`config.mk`:
```
export PLATFORM = sky130hd
export DESIGN_NAME = gyro_integrator
export DESIGN_NICKNAME = d
export VERILOG_FILES = /design/src/rtl/gyro_integrator.sv
export SDC_FILE = /design/constraint.sdc
export NUM_CORES = 1
export LEC_CHECK = 0
export CAP_MARGIN = 10
export CELL_PAD_IN_SITES_DETAIL_PLACEMENT = 1
export CELL_PAD_IN_SITES_GLOBAL_PLACEMENT = 1
export CORE_ASPECT_RATIO = 1.2
export CORE_UTILIZATION = 45
export DETAILED_ROUTE_END_ITERATION = 8
export GPL_ROUTABILITY_DRIVEN = 0
export PLACE_DENSITY = 0.88
export SYNTH_ARGS = -nofsm -noshare
export SYNTH_HDL_FRONTEND = slang
export SYNTH_SLANG_ARGS = --single-unit
```
`constraint.sdc`:
```
create_clock -name clk_100mhz -period 16.8 [get_ports clk_100mhz]
set_input_delay 3.36 -clock clk_100mhz [delete_from_list [all_inputs] [get_ports clk_100mhz]]
set_output_delay 3.36 -clock clk_100mhz [all_outputs]
set_load 0.005 [all_outputs]
```
`src/rtl/gyro_integrator.sv`:
```
`default_nettype none
// ---------------------------------------------------------------------------------------------
// gyro_integrator: N-channel windowed rate-gyro integrator with persistent modulo-360 angles.
// Optional feature macro: GYRO_BIAS_CAL_EN (bias calibration). Rev 1.0
// ---------------------------------------------------------------------------------------------
module gyro_integrator #(
   parameter int NUM_CH      = 3,
   parameter int IN_W        = 16,
   parameter int WINDOW      = 10000,
   parameter int SCALE_MUL   = 7,
   parameter int SCALE_SHIFT = 16,
   parameter int FRAC_W      = 8
) (
   input  logic                   clk_100mhz,
   input  logic                   rst_n_in,
`ifdef GYRO_BIAS_CAL_EN
   input  logic                   cal_start_in,
   output logic                   cal_busy_out,
`endif
   input  logic [NUM_CH*IN_W-1:0] gyro_in,
   input  logic                   sample_valid_in,
   input  logic                   zero_in,
   output logic [NUM_CH*9-1:0]    angle_out,
   output logic                   angle_valid_out,
   output logic                   sat_out,
   output logic                   overrun_out
);
   localparam int ACC_W  = IN_W + $clog2(WINDOW) + 1;
   localparam int CNT_W  = $clog2(WINDOW + 1);
   localparam int FULL   = 360 << FRAC_W;
   localparam int ANG_W  = $clog2(FULL);
   localparam int DLT_W  = ANG_W + 1;
   localparam int SUM_W  = ANG_W + 2;
   localparam int PROD_W = ACC_W + 33;
   localparam int CH_W   = (NUM_CH > 1) ? $clog2(NUM_CH) : 1;

   localparam logic signed [32:0]       C_MUL  = 33'(SCALE_MUL);
   localparam logic signed [PROD_W-1:0] C_DMAX = PROD_W'(FULL - 1);
   localparam logic signed [DLT_W-1:0]  C_DLIM = DLT_W'(FULL - 1);
   localparam logic signed [SUM_W-1:0]  C_FULL = SUM_W'(FULL);

   typedef enum logic [1:0] {IDLE, MUL, WRAP, PUBLISH} state_t;

   state_t                    state_q, state_d;
   logic [CH_W-1:0]           ch_q, ch_d;
   logic [CNT_W-1:0]          count_q, count_d;
   logic signed [ACC_W-1:0]   acc_q [NUM_CH];
   logic signed [ACC_W-1:0]   acc_d [NUM_CH];
   logic signed [ACC_W-1:0]   snap_q [NUM_CH];
   logic signed [ACC_W-1:0]   snap_d [NUM_CH];
   logic [ANG_W-1:0]          angle_q [NUM_CH];
   logic [ANG_W-1:0]          angle_d [NUM_CH];
   logic signed [DLT_W-1:0]   delta_q, delta_d;
   logic [NUM_CH*9-1:0]       angle_out_q, angle_out_d;
   logic                      valid_q, valid_d;
   logic                      sat_q, sat_d;
   logic                      ovr_q, ovr_d;

   logic signed [PROD_W-1:0]  prod, scaled;
   logic signed [SUM_W-1:0]   sum;
   logic signed [ACC_W-1:0]   w_samp [NUM_CH];
   logic signed [IN_W-1:0]    w_bias [NUM_CH];
   logic                      w_cal_start, w_cal_busy, w_zero, w_close;

   assign w_zero  = zero_in | w_cal_start;
   assign w_close = sample_valid_in && (count_q == CNT_W'(WINDOW - 1)) && !w_zero;

   for (genvar k = 0; k < NUM_CH; k++) begin : g_samp
      assign w_samp[k] = ACC_W'($signed(gyro_in[k*IN_W +: IN_W])) - ACC_W'(w_bias[k]);
   end

`ifdef GYRO_BIAS_CAL_EN
   logic signed [IN_W-1:0]    bias_q [NUM_CH];
   logic signed [IN_W-1:0]    bias_d [NUM_CH];
   logic                      cal_busy_q, cal_busy_d;
   localparam logic signed [ACC_W-1:0] C_WIN = ACC_W'(WINDOW);

   // The calibration window measures raw samples, so bias is cleared when it starts.
   always_comb begin
      bias_d     = bias_q;
      cal_busy_d = cal_busy_q;
      if (cal_start_in) begin
         cal_busy_d = 1'b1;
         for (int k = 0; k < NUM_CH; k++) bias_d[k] = '0;
      end else if (w_close && cal_busy_q) begin
         cal_busy_d = 1'b0;
         for (int k = 0; k < NUM_CH; k++) bias_d[k] = IN_W'((acc_q[k] + w_samp[k]) / C_WIN);
      end
   end

   always_ff @(posedge clk_100mhz or negedge rst_n_in) begin
      if (!rst_n_in) begin
         bias_q     <= '{default: '0};
         cal_busy_q <= 1'b0;
      end else begin
         bias_q     <= bias_d;
         cal_busy_q <= cal_busy_d;
      end
   end

   assign w_cal_start  = cal_start_in;
   assign w_cal_busy   = cal_busy_q;
   assign cal_busy_out = cal_busy_q;
   for (genvar k = 0; k < NUM_CH; k++) begin : g_bias
      assign w_bias[k] = bias_q[k];
   end
`else
   assign w_cal_start = 1'b0;
   assign w_cal_busy  = 1'b0;
   for (genvar k = 0; k < NUM_CH; k++) begin : g_bias
      assign w_bias[k] = '0;
   end
`endif

   always_comb begin
      state_d     = state_q;
      ch_d        = ch_q;
      count_d     = count_q;
      acc_d       = acc_q;
      snap_d      = snap_q;
      angle_d     = angle_q;
      delta_d     = delta_q;
      angle_out_d = angle_out_q;
      valid_d     = 1'b0;
      sat_d       = sat_q;
      ovr_d       = ovr_q;
      prod        = '0;
      scaled      = '0;
      sum         = '0;

      case (state_q)
         MUL: begin
            prod   = PROD_W'(snap_q[ch_q]) * PROD_W'(C_MUL);
            scaled = prod >>> SCALE_SHIFT;
            if (scaled > C_DMAX) begin
               delta_d = C_DLIM;
               sat_d   = 1'b1;
            end else if (scaled < -C_DMAX) begin
               delta_d = -C_DLIM;
               sat_d   = 1'b1;
            end else begin
               delta_d = DLT_W'(scaled);
            end
            state_d = WRAP;
         end
         WRAP: begin
            // |delta| < FULL, so a single add or subtract brings the angle back into range.
            sum = SUM_W'($signed({1'b0, angle_q[ch_q]})) + SUM_W'(delta_q);
            if (sum[SUM_W-1])       angle_d[ch_q] = ANG_W'(sum + C_FULL);
            else if (sum >= C_FULL) angle_d[ch_q] = ANG_W'(sum - C_FULL);
            else                    angle_d[ch_q] = ANG_W'(sum);
            if (int'(ch_q) + 1 < NUM_CH) begin
               ch_d    = ch_q + CH_W'(1);
               state_d = MUL;
            end else begin
               state_d = PUBLISH;
            end
         end
         PUBLISH: begin
            for (int k = 0; k < NUM_CH; k++) angle_out_d[k*9 +: 9] = 9'(angle_q[k] >> FRAC_W);
            valid_d = 1'b1;
            state_d = IDLE;
         end
         default: ;
      endcase

      if (sample_valid_in) begin
         if (w_close) begin
            count_d = '0;
            if (!w_cal_busy) begin
               if (state_q != IDLE) begin
                  ovr_d = 1'b1;
               end else begin
                  state_d = MUL;
                  ch_d    = '0;
                  for (int k = 0; k < NUM_CH; k++) snap_d[k] = acc_q[k] + w_samp[k];
               end
            end
            for (int k = 0; k < NUM_CH; k++) acc_d[k] = '0;
         end else begin
            count_d = count_q + CNT_W'(1);
            for (int k = 0; k < NUM_CH; k++) acc_d[k] = acc_q[k] + w_samp[k];
         end
      end

      if (w_zero) begin
         state_d     = IDLE;
         ch_d        = '0;
         count_d     = '0;
         angle_out_d = '0;
         valid_d     = 1'b1;
         for (int k = 0; k < NUM_CH; k++) begin
            acc_d[k]   = '0;
            snap_d[k]  = '0;
            angle_d[k] = '0;
         end
      end
   end

   always_ff @(posedge clk_100mhz or negedge rst_n_in) begin
      if (!rst_n_in) begin
         state_q     <= IDLE;
         ch_q        <= '0;
         count_q     <= '0;
         acc_q       <= '{default: '0};
         snap_q      <= '{default: '0};
         angle_q     <= '{default: '0};
         delta_q     <= '0;
         angle_out_q <= '0;
         valid_q     <= 1'b0;
         sat_q       <= 1'b0;
         ovr_q       <= 1'b0;
      end else begin
         state_q     <= state_d;
         ch_q        <= ch_d;
         count_q     <= count_d;
         acc_q       <= acc_d;
         snap_q      <= snap_d;
         angle_q     <= angle_d;
         delta_q     <= delta_d;
         angle_out_q <= angle_out_d;
         valid_q     <= valid_d;
         sat_q       <= sat_d;
         ovr_q       <= ovr_d;
      end
   end

   assign angle_out       = angle_out_q;
   assign angle_valid_out = valid_q;
   assign sat_out         = sat_q;
   assign overrun_out     = ovr_q;
endmodule
`default_nettype wire

```
==> impl_metrics.tcl, run 1 <==
set metrics [dict create \
    fin_crit_ns 7.172 \
    yosysTopAreaCell "dfrtp_1" \
    min_path_type "flop to flop" \
    finalHoldViolations 0 \
    fin_nets 2454 \
    synth_edf_count 0 \
    io_pins 82 \
    rr_worst_depth 17 \
    initialDrtViolationCount 806 \
    cts_resized 0 \
    start_kind "input port" \
    floorplan.initialDensity 0.4560 \
    slew_headroom 0.2691 \
    clock.fmax_mhz 139.4 \
    clk_pin_slew_ns 0.06 \
    viasPerCell 6.110 \
    synthDominantCellAreaShare 0.3714 \
    dieArea_sq_mm 0.04623 \
    power.total_mw 2.778 \
    dp_slack_ns 9.306 \
    die_h_microns 235.3 \
    reg2reg_from "ch_q[1]$_DFF_PN0_" \
    grt_use_total 0.2688 \
    insertion_delay_ns 0.56 \
    cts_setup_buffers 0 \
    root_buffer "clkbuf_16" \
    synth_flop_cell "dfrtp_1" \
    fin_crit_sh 0.4269 \
    power_density_mw_per_mm2 121.0 \
    drc 0 \
    rows 85 \
    h-tree-depth 2 \
    cp_num_cells 13 \
    cts_inserted_buffers 36 \
    critPathKind "input port to flop" \
    antenna_cells 0 \
    setup_ws_ns 9.628 \
    antenna_found_initial 0 \
    synth_area_per_cell_sq_um 9.456 \
    startpoint "gyro_in[33]" \
    synth_cells 2159 \
    synth_common_cells "dfrtp_1, nand2_1, a22o_1, ha_1, a21oi_1" \
    setup_tns_ns 0 \
    syn_area_sq_mm 0.02042 \
    cts_tree "built" \
    cp_data_arrival_time_ns 7.60 \
    core_area_sq_mm 0.04477 \
    worstPathMaxFanout 4 \
    place_hpwl_mm 43.14 \
    use_met2 0.4969 \
    setup.worst_path.end "snap_q[29]$_DFFE_PN0P_" \
    cpPeakStageDelay_ns 0.79 \
    wl_per_cell_microns 21.71 \
    grt_pass1_vias 19060 \
    clock_sinks 303 \
    grt_util_met1 0.2963 \
    finClkSkew_ns 0.02846 \
    required_ns 17.23 \
    fp.dieW_microns 196.4 \
    slowest_stage "a21boi_0" \
    power_leakage_nw 11.07 \
    dr_total_vias 17280 \
    antenna_left 0 \
    yosysMostFrequentCell "dfrtp_1" \
    max-cap-violations 0 \
    busiest_layer "met2" \
    wl_mm 61.39 \
    clk_path_buf_depth 3 \
    ys_ff_latch 303 \
    yosys_warnings 0 \
    yosysSeqAreaShare 0.3714 \
    timing.hold.ws_ns 0.4800 \
    setup_violations 0 \
    overflow 0 \
    netlist-cell-type-count 75 \
    grt_pass1_wl_mm 100.2 \
    syn_to_final_growth_pct 12.47 \
    cp_top_family "compound AO/OA/AOI/OAI gates" \
    rrSetupSlack_ns 9.86 \
    synth_fp_nets 2419 \
    r2r-end "delta_q[2]$_DFFE_PN0P_" \
    cp_num_buf_inv 1 \
    port_buffers 81 \
    cpMostUsedCell "o21ai_1" \
    rsz0062_at_grt "no" \
    end_kind "flop" \
    grtUsageMet3 0.03811 \
    ir_worst_vdd_mv 0.08403 \
    hold_buffers 0 \
    run_status "finished clean" \
    maxSlewViolCount 0 \
    min_from "snap_q[85]$_DFFE_PN0P_" \
    worst_pin_slew_ns 1.096 \
    grt_max_degree 123 \
    path_cells "clkdlybuf4s50_1, ha_1, a211oi_1, o21bai_1, a21boi_0, o22ai_1, o41ai_2, nor2_1, or3_1, o21ai_1, o21ai_1, xor2_1, a22o_1" \
    drive_above_1_share 0.04732 \
    netlist_top_cells_area "dfrtp_1, ha_1, a22o_1" \
    dr.pass1.iters 4 \
    ys_async_sr_fraction 1.000 \
]
==> sequential cells by signal, summed over array words and instances, names as in the netlist <==
signal,count
count_q,14
angle_out,27
ch_q,2
sat_out,1
acc_q,93
angle_valid_out,1
overrun_out,1
state_q,2
snap_q,93
angle_q,51
delta_q,18
==> cells by family (layout without fill, tap and decap cells) <==
logic type	Yosys count	in the layout	synth area share
AOI/OAI and AO/OA	719	719	0.2500
xor gates and xnor gates	127	127	0.05448
adders and majority gates	209	209	0.1397
buffers and inverters	235	295	0.04388
DFF	303	303	0.3714
muxes	50	50	0.02451
and+or+nand+nor	516	516	0.1160
==> layout by cell type, fill, tap and decap left out, types with 6 or more instances in the layout <==
cell,netlist,final
buf_4,2,14
clkdlybuf4s50_1,0,79
a211o_1,11,11
clkbuf_16,0,37
a31oi_1,19,19
inv_1,137,137
a211oi_1,19,19
nand2_1,214,214
ha_1,176,176
xor2_1,50,50
nor3_1,29,29
o21a_1,19,19
a21oi_1,150,148
o31ai_1,17,17
nor2_1,119,116
a22o_1,197,197
o311ai_0,7,7
or2_2,6,6
dfrtp_1,303,302
and3_1,31,30
nand3_1,32,32
a21o_1,58,58
o21ai_1,6,6
o311ai_1,7,7
o21bai_1,18,18
xnor2_1,77,77
o211ai_1,12,12
nand4_1,12,12
o21ai_0,122,122
mux2i_1,50,50
or3_1,9,9
nand2b_1,26,26
fa_1,32,32
nor2b_1,12,12
clkbuf_1,80,9
==> routing by layer <==
metal / part of all wire / wire, microns
met2: 0.53 / 32390
met1: 0.39 / 23660
met3: 0.035 / 2122
met4: 0.052 / 3216
met5: 0 / 0
==> per-stage QoR <==
stage,utilization,area (sq um),std cells
finish,0.5128,22960,2828
global route,0.5128,22960,2828
CTS,0.5128,22960,2828
detailed placement,0.4858,21750,2765
global placement,0.4858,21750,2765
floorplan,-,20420,2159
==> how the worst min path moves through the flow <==
| stage | endpoint | slack, ns | cells after the start |
|---|---|---|---|
| final | snap_q[85]$_DFFE_PN0P_ | 0.48 | 2 |
| after global routing | snap_q[4]$_DFFE_PN0P_ | 0.51 | 2 |
| after CTS | snap_q[85]$_DFFE_PN0P_ | 0.48 | 2 |
| after detailed placement | snap_q[85]$_DFFE_PN0P_ | 0.47 | 2 |
| after global placement | snap_q[3]$_DFFE_PN0P_ | 0.46 | 2 |
| after floorplan | snap_q[66]$_DFFE_PN0P_ | 0.45 | 2 |
==> worst reg2reg max path: cells and delay by family, from the launching register on <==
kind	cells	cell delay, ns
compound gates	9	2.84
fa+ha+maj	3	1.17
flops	1	0.95
buf+inv	1	0.62
simple gates	2	0.61
xor+xnor	1	0.43
mux	1	0.15
==> power breakdown <==
group          switching [mW]  leakage [nW]  internal (mW)
clock network           0.330         0.589          0.490
logic                   0.637          6.37          0.429
registers              0.0667          4.12          0.826
==> final cells by class <==
class / instances / area (sq um)
tap: 609 / 762.0
sequential: 303 / 7584
timing repair buffer: 95 / 915.9
clock inverter: 12 / 180.2
clock buffer: 51 / 1028
inverter: 137 / 514.2
fill: 5044 / 21810
multi-input combinational: 1621 / 11980
No activity file was read; power rests on OpenSTA's default activity.
==> run 2, diff against run 1 <==
Settings changed: CORE_UTILIZATION 45 to 44, PLACE_DENSITY 0.88 to 0.89.
Clock period 16.8 ns to 6.5 ns, I/O delays scaled along.
==> run 2 against run 1 <==
Count of clock-buffer cells in the layout down 11. Die area is 2.2% higher. Non-clock buffer count increased by 3. Worst hold slack improved by 0.0092 ns. Sequential power rose to 2.6 times the previous value. Cell count up 0.46%. Clock skew up 0.017 ns. Design area up 0.51%. Critical path depth grew 6. Routed wire length increased by 2.7%.
==> impl_metrics.tcl, run 2 (synthesis results as in run 1) <==
set metrics [dict create \
    rsz0062_at_grt "no" \
    min_from "acc_q[35]$_DFFE_PN0P_" \
    layout_commonest_cell "dfrtp_1" \
    fin_cells 2841 \
    holdPathStages 2 \
    grt_pass1_vias 19070 \
    maxSlewViolCount 0 \
    core_area_sq_mm 0.04584 \
    syn_to_final_growth_pct 13.04 \
    clk_path_buf_depth 3 \
    reg_top3 "acc_q x93, snap_q x93, angle_q x51" \
    min_path_type "flop to flop" \
    slew_headroom 0.1282 \
    run_status "finished clean" \
    overflow 0 \
    reg2reg_from "ch_q[1]$_DFF_PN0_" \
    end_kind "flop" \
    initialDrtViolationCount 787 \
    design_area_sq_mm 0.02308 \
    r2r-end "delta_q[14]$_DFFE_PN0P_" \
    io_pins 82 \
    clk_pin_slew_ns 0.06 \
    power_density_mw_per_mm2 314.6 \
    fin_nets 2457 \
    power.total_mw 7.261 \
    fin_crit_ns 6.260 \
    timing.hold.ws_ns 0.4892 \
    max-cap-violations 0 \
    cts_tree "built" \
    cts_inserted_buffers 35 \
    layout_common_cells "dfrtp_1, nand2_1, a22o_1" \
    rows 86 \
    ir_worst_vdd_mv 0.1871 \
    power_leakage_nw 11.11 \
    rrSetupSlack_ns 0.24 \
    drc 0 \
    start_kind "flop" \
    dieArea_sq_mm 0.04727 \
    critPathKind "flop to flop" \
    place_area_sq_mm 0.02180 \
    root_buffer "clkbuf_16" \
    viasPerCell 6.147 \
    h-tree-depth 2 \
    fin_crit_sh 0.9630 \
    required_ns 6.86 \
    clock.fmax_mhz 159.8 \
    die_h_microns 238.0 \
    wl_per_cell_microns 22.19 \
    setup_violations 0 \
    cp_data_arrival_time_ns 6.62 \
    place_hpwl_mm 43.44 \
    antenna_left 0 \
    grt_use_total 0.2716 \
    port_buffers 81 \
    drive_above_1_share 0.05218 \
    finalHoldViolations 0 \
    place_inst 2775 \
    min_to "acc_q[35]$_DFFE_PN0P_" \
    multi_input_area_sq_mm 0.01199 \
    clock_sinks 303 \
    worst_pin_slew_ns 1.308 \
    regArea_sq_mm 0.007586 \
    insertion_delay_ns 0.57 \
    nFillCells 5155 \
    worstPathMaxFanout 24 \
    dr.pass1.iters 5 \
    antenna_found_initial 1 \
    finClkSkew_ns 0.04505 \
    setup_tns_ns 0 \
    rr_worst_depth 19 \
    setup_ws_ns 0.2405 \
    grt_pass1_wl_mm 102.5 \
    postLayoutCoreUtil 0.5035 \
    wl_mm 63.04 \
    floorplan.initialDensity 0.4454 \
    grt_max_degree 103 \
    fp.dieW_microns 198.6 \
    dp_slack_ns 0.3934 \
    dr_total_vias 17460 \
]
-- run 2: changes by cell type in the layout (fill, tap and decap cells not counted), sizes merged --
cell,previous run,this run
clkbuf,51,40
bufinv,4,7
diode,0,2
clkinvlp,2,5
clkinv,5,9
inv,138,139
buf,16,19
nor2,119,120
-- run 2: worst max path at each step --
stage	startpoint	endpoint	slack, ns	depth (start not counted)
detailed placement	ch_q[1]$_DFF_PN0_	delta_q[2]$_DFFE_PN0P_	0.39	17
CTS	ch_q[1]$_DFF_PN0_	delta_q[14]$_DFFE_PN0P_	0.15	17
floorplan	ch_q[1]$_DFF_PN0_	delta_q[11]$_DFFE_PN0P_	1.03	20
global placement	ch_q[1]$_DFF_PN0_	delta_q[3]$_DFFE_PN0P_	0.75	21
finish	ch_q[1]$_DFF_PN0_	delta_q[14]$_DFFE_PN0P_	0.24	19
global route	ch_q[1]$_DFF_PN0_	delta_q[3]$_DFFE_PN0P_	0.03	21
-- run 2: cell type report --
type                       instances  share of cell area
antenna                            2           0.0002169
clock buffer                      40             0.03963
clock inverter                    23             0.01518
inverter                         137             0.02228
multi-input combinational       1622              0.5194
sequential                       303              0.3287
tap                              616             0.03340
timing repair buffer              98             0.04120
-- run 2: repair_timing --
item,4_1_cts,5_1_grt
gates resized for setup,0,1
hold buffers,0,0
endpoints found under the setup margin,0,15
buffers inserted,0,0
-- run 2: metal layers --
metal | vias to the layer above | share of wire | global-route usage
met5 | - | 0 | 0
met4 | 0 | 0.059 | 0.1497
met3 | 188 | 0.037 | 0.03477
met2 | 495 | 0.51 | 0.4871
met1 | 8850 | 0.39 | 0.3101
li1 | 7931 | - | -
-- run 2: where the power goes --
part	switching [mW]	internal [mW]
Sequential	0.169	2.13
Combinational	1.65	1.11
Clock	0.890	1.31
-- run 2: critical path: stages, from the launching register on --
cell and delay (ns):
dfrtp_4 0.66, nor2_2 0.77, a21oi_1 0.29, inv_1 0.15, ha_1 0.14, inv_1 0.05, fa_1 0.49, inv_1 0.04
ha_1 0.38, o21ai_0 0.27, nor3_1 0.09, o21bai_1 0.24, o31ai_1 0.16, a211oi_2 0.51, o21ai_0 0.23, a21oi_1 0.28
xor2_1 0.36, o21ai_0 0.26, nand3_1 0.45, o311ai_1 0.21
==> run 3, diff against run 2 <==
Settings changed: HOLD_SLACK_MARGIN set to 0.12, TNS_END_PERCENT set to 30.
==> results of run 3 <==
The final DEF is identical to that of run 2; final timing and power are the same.
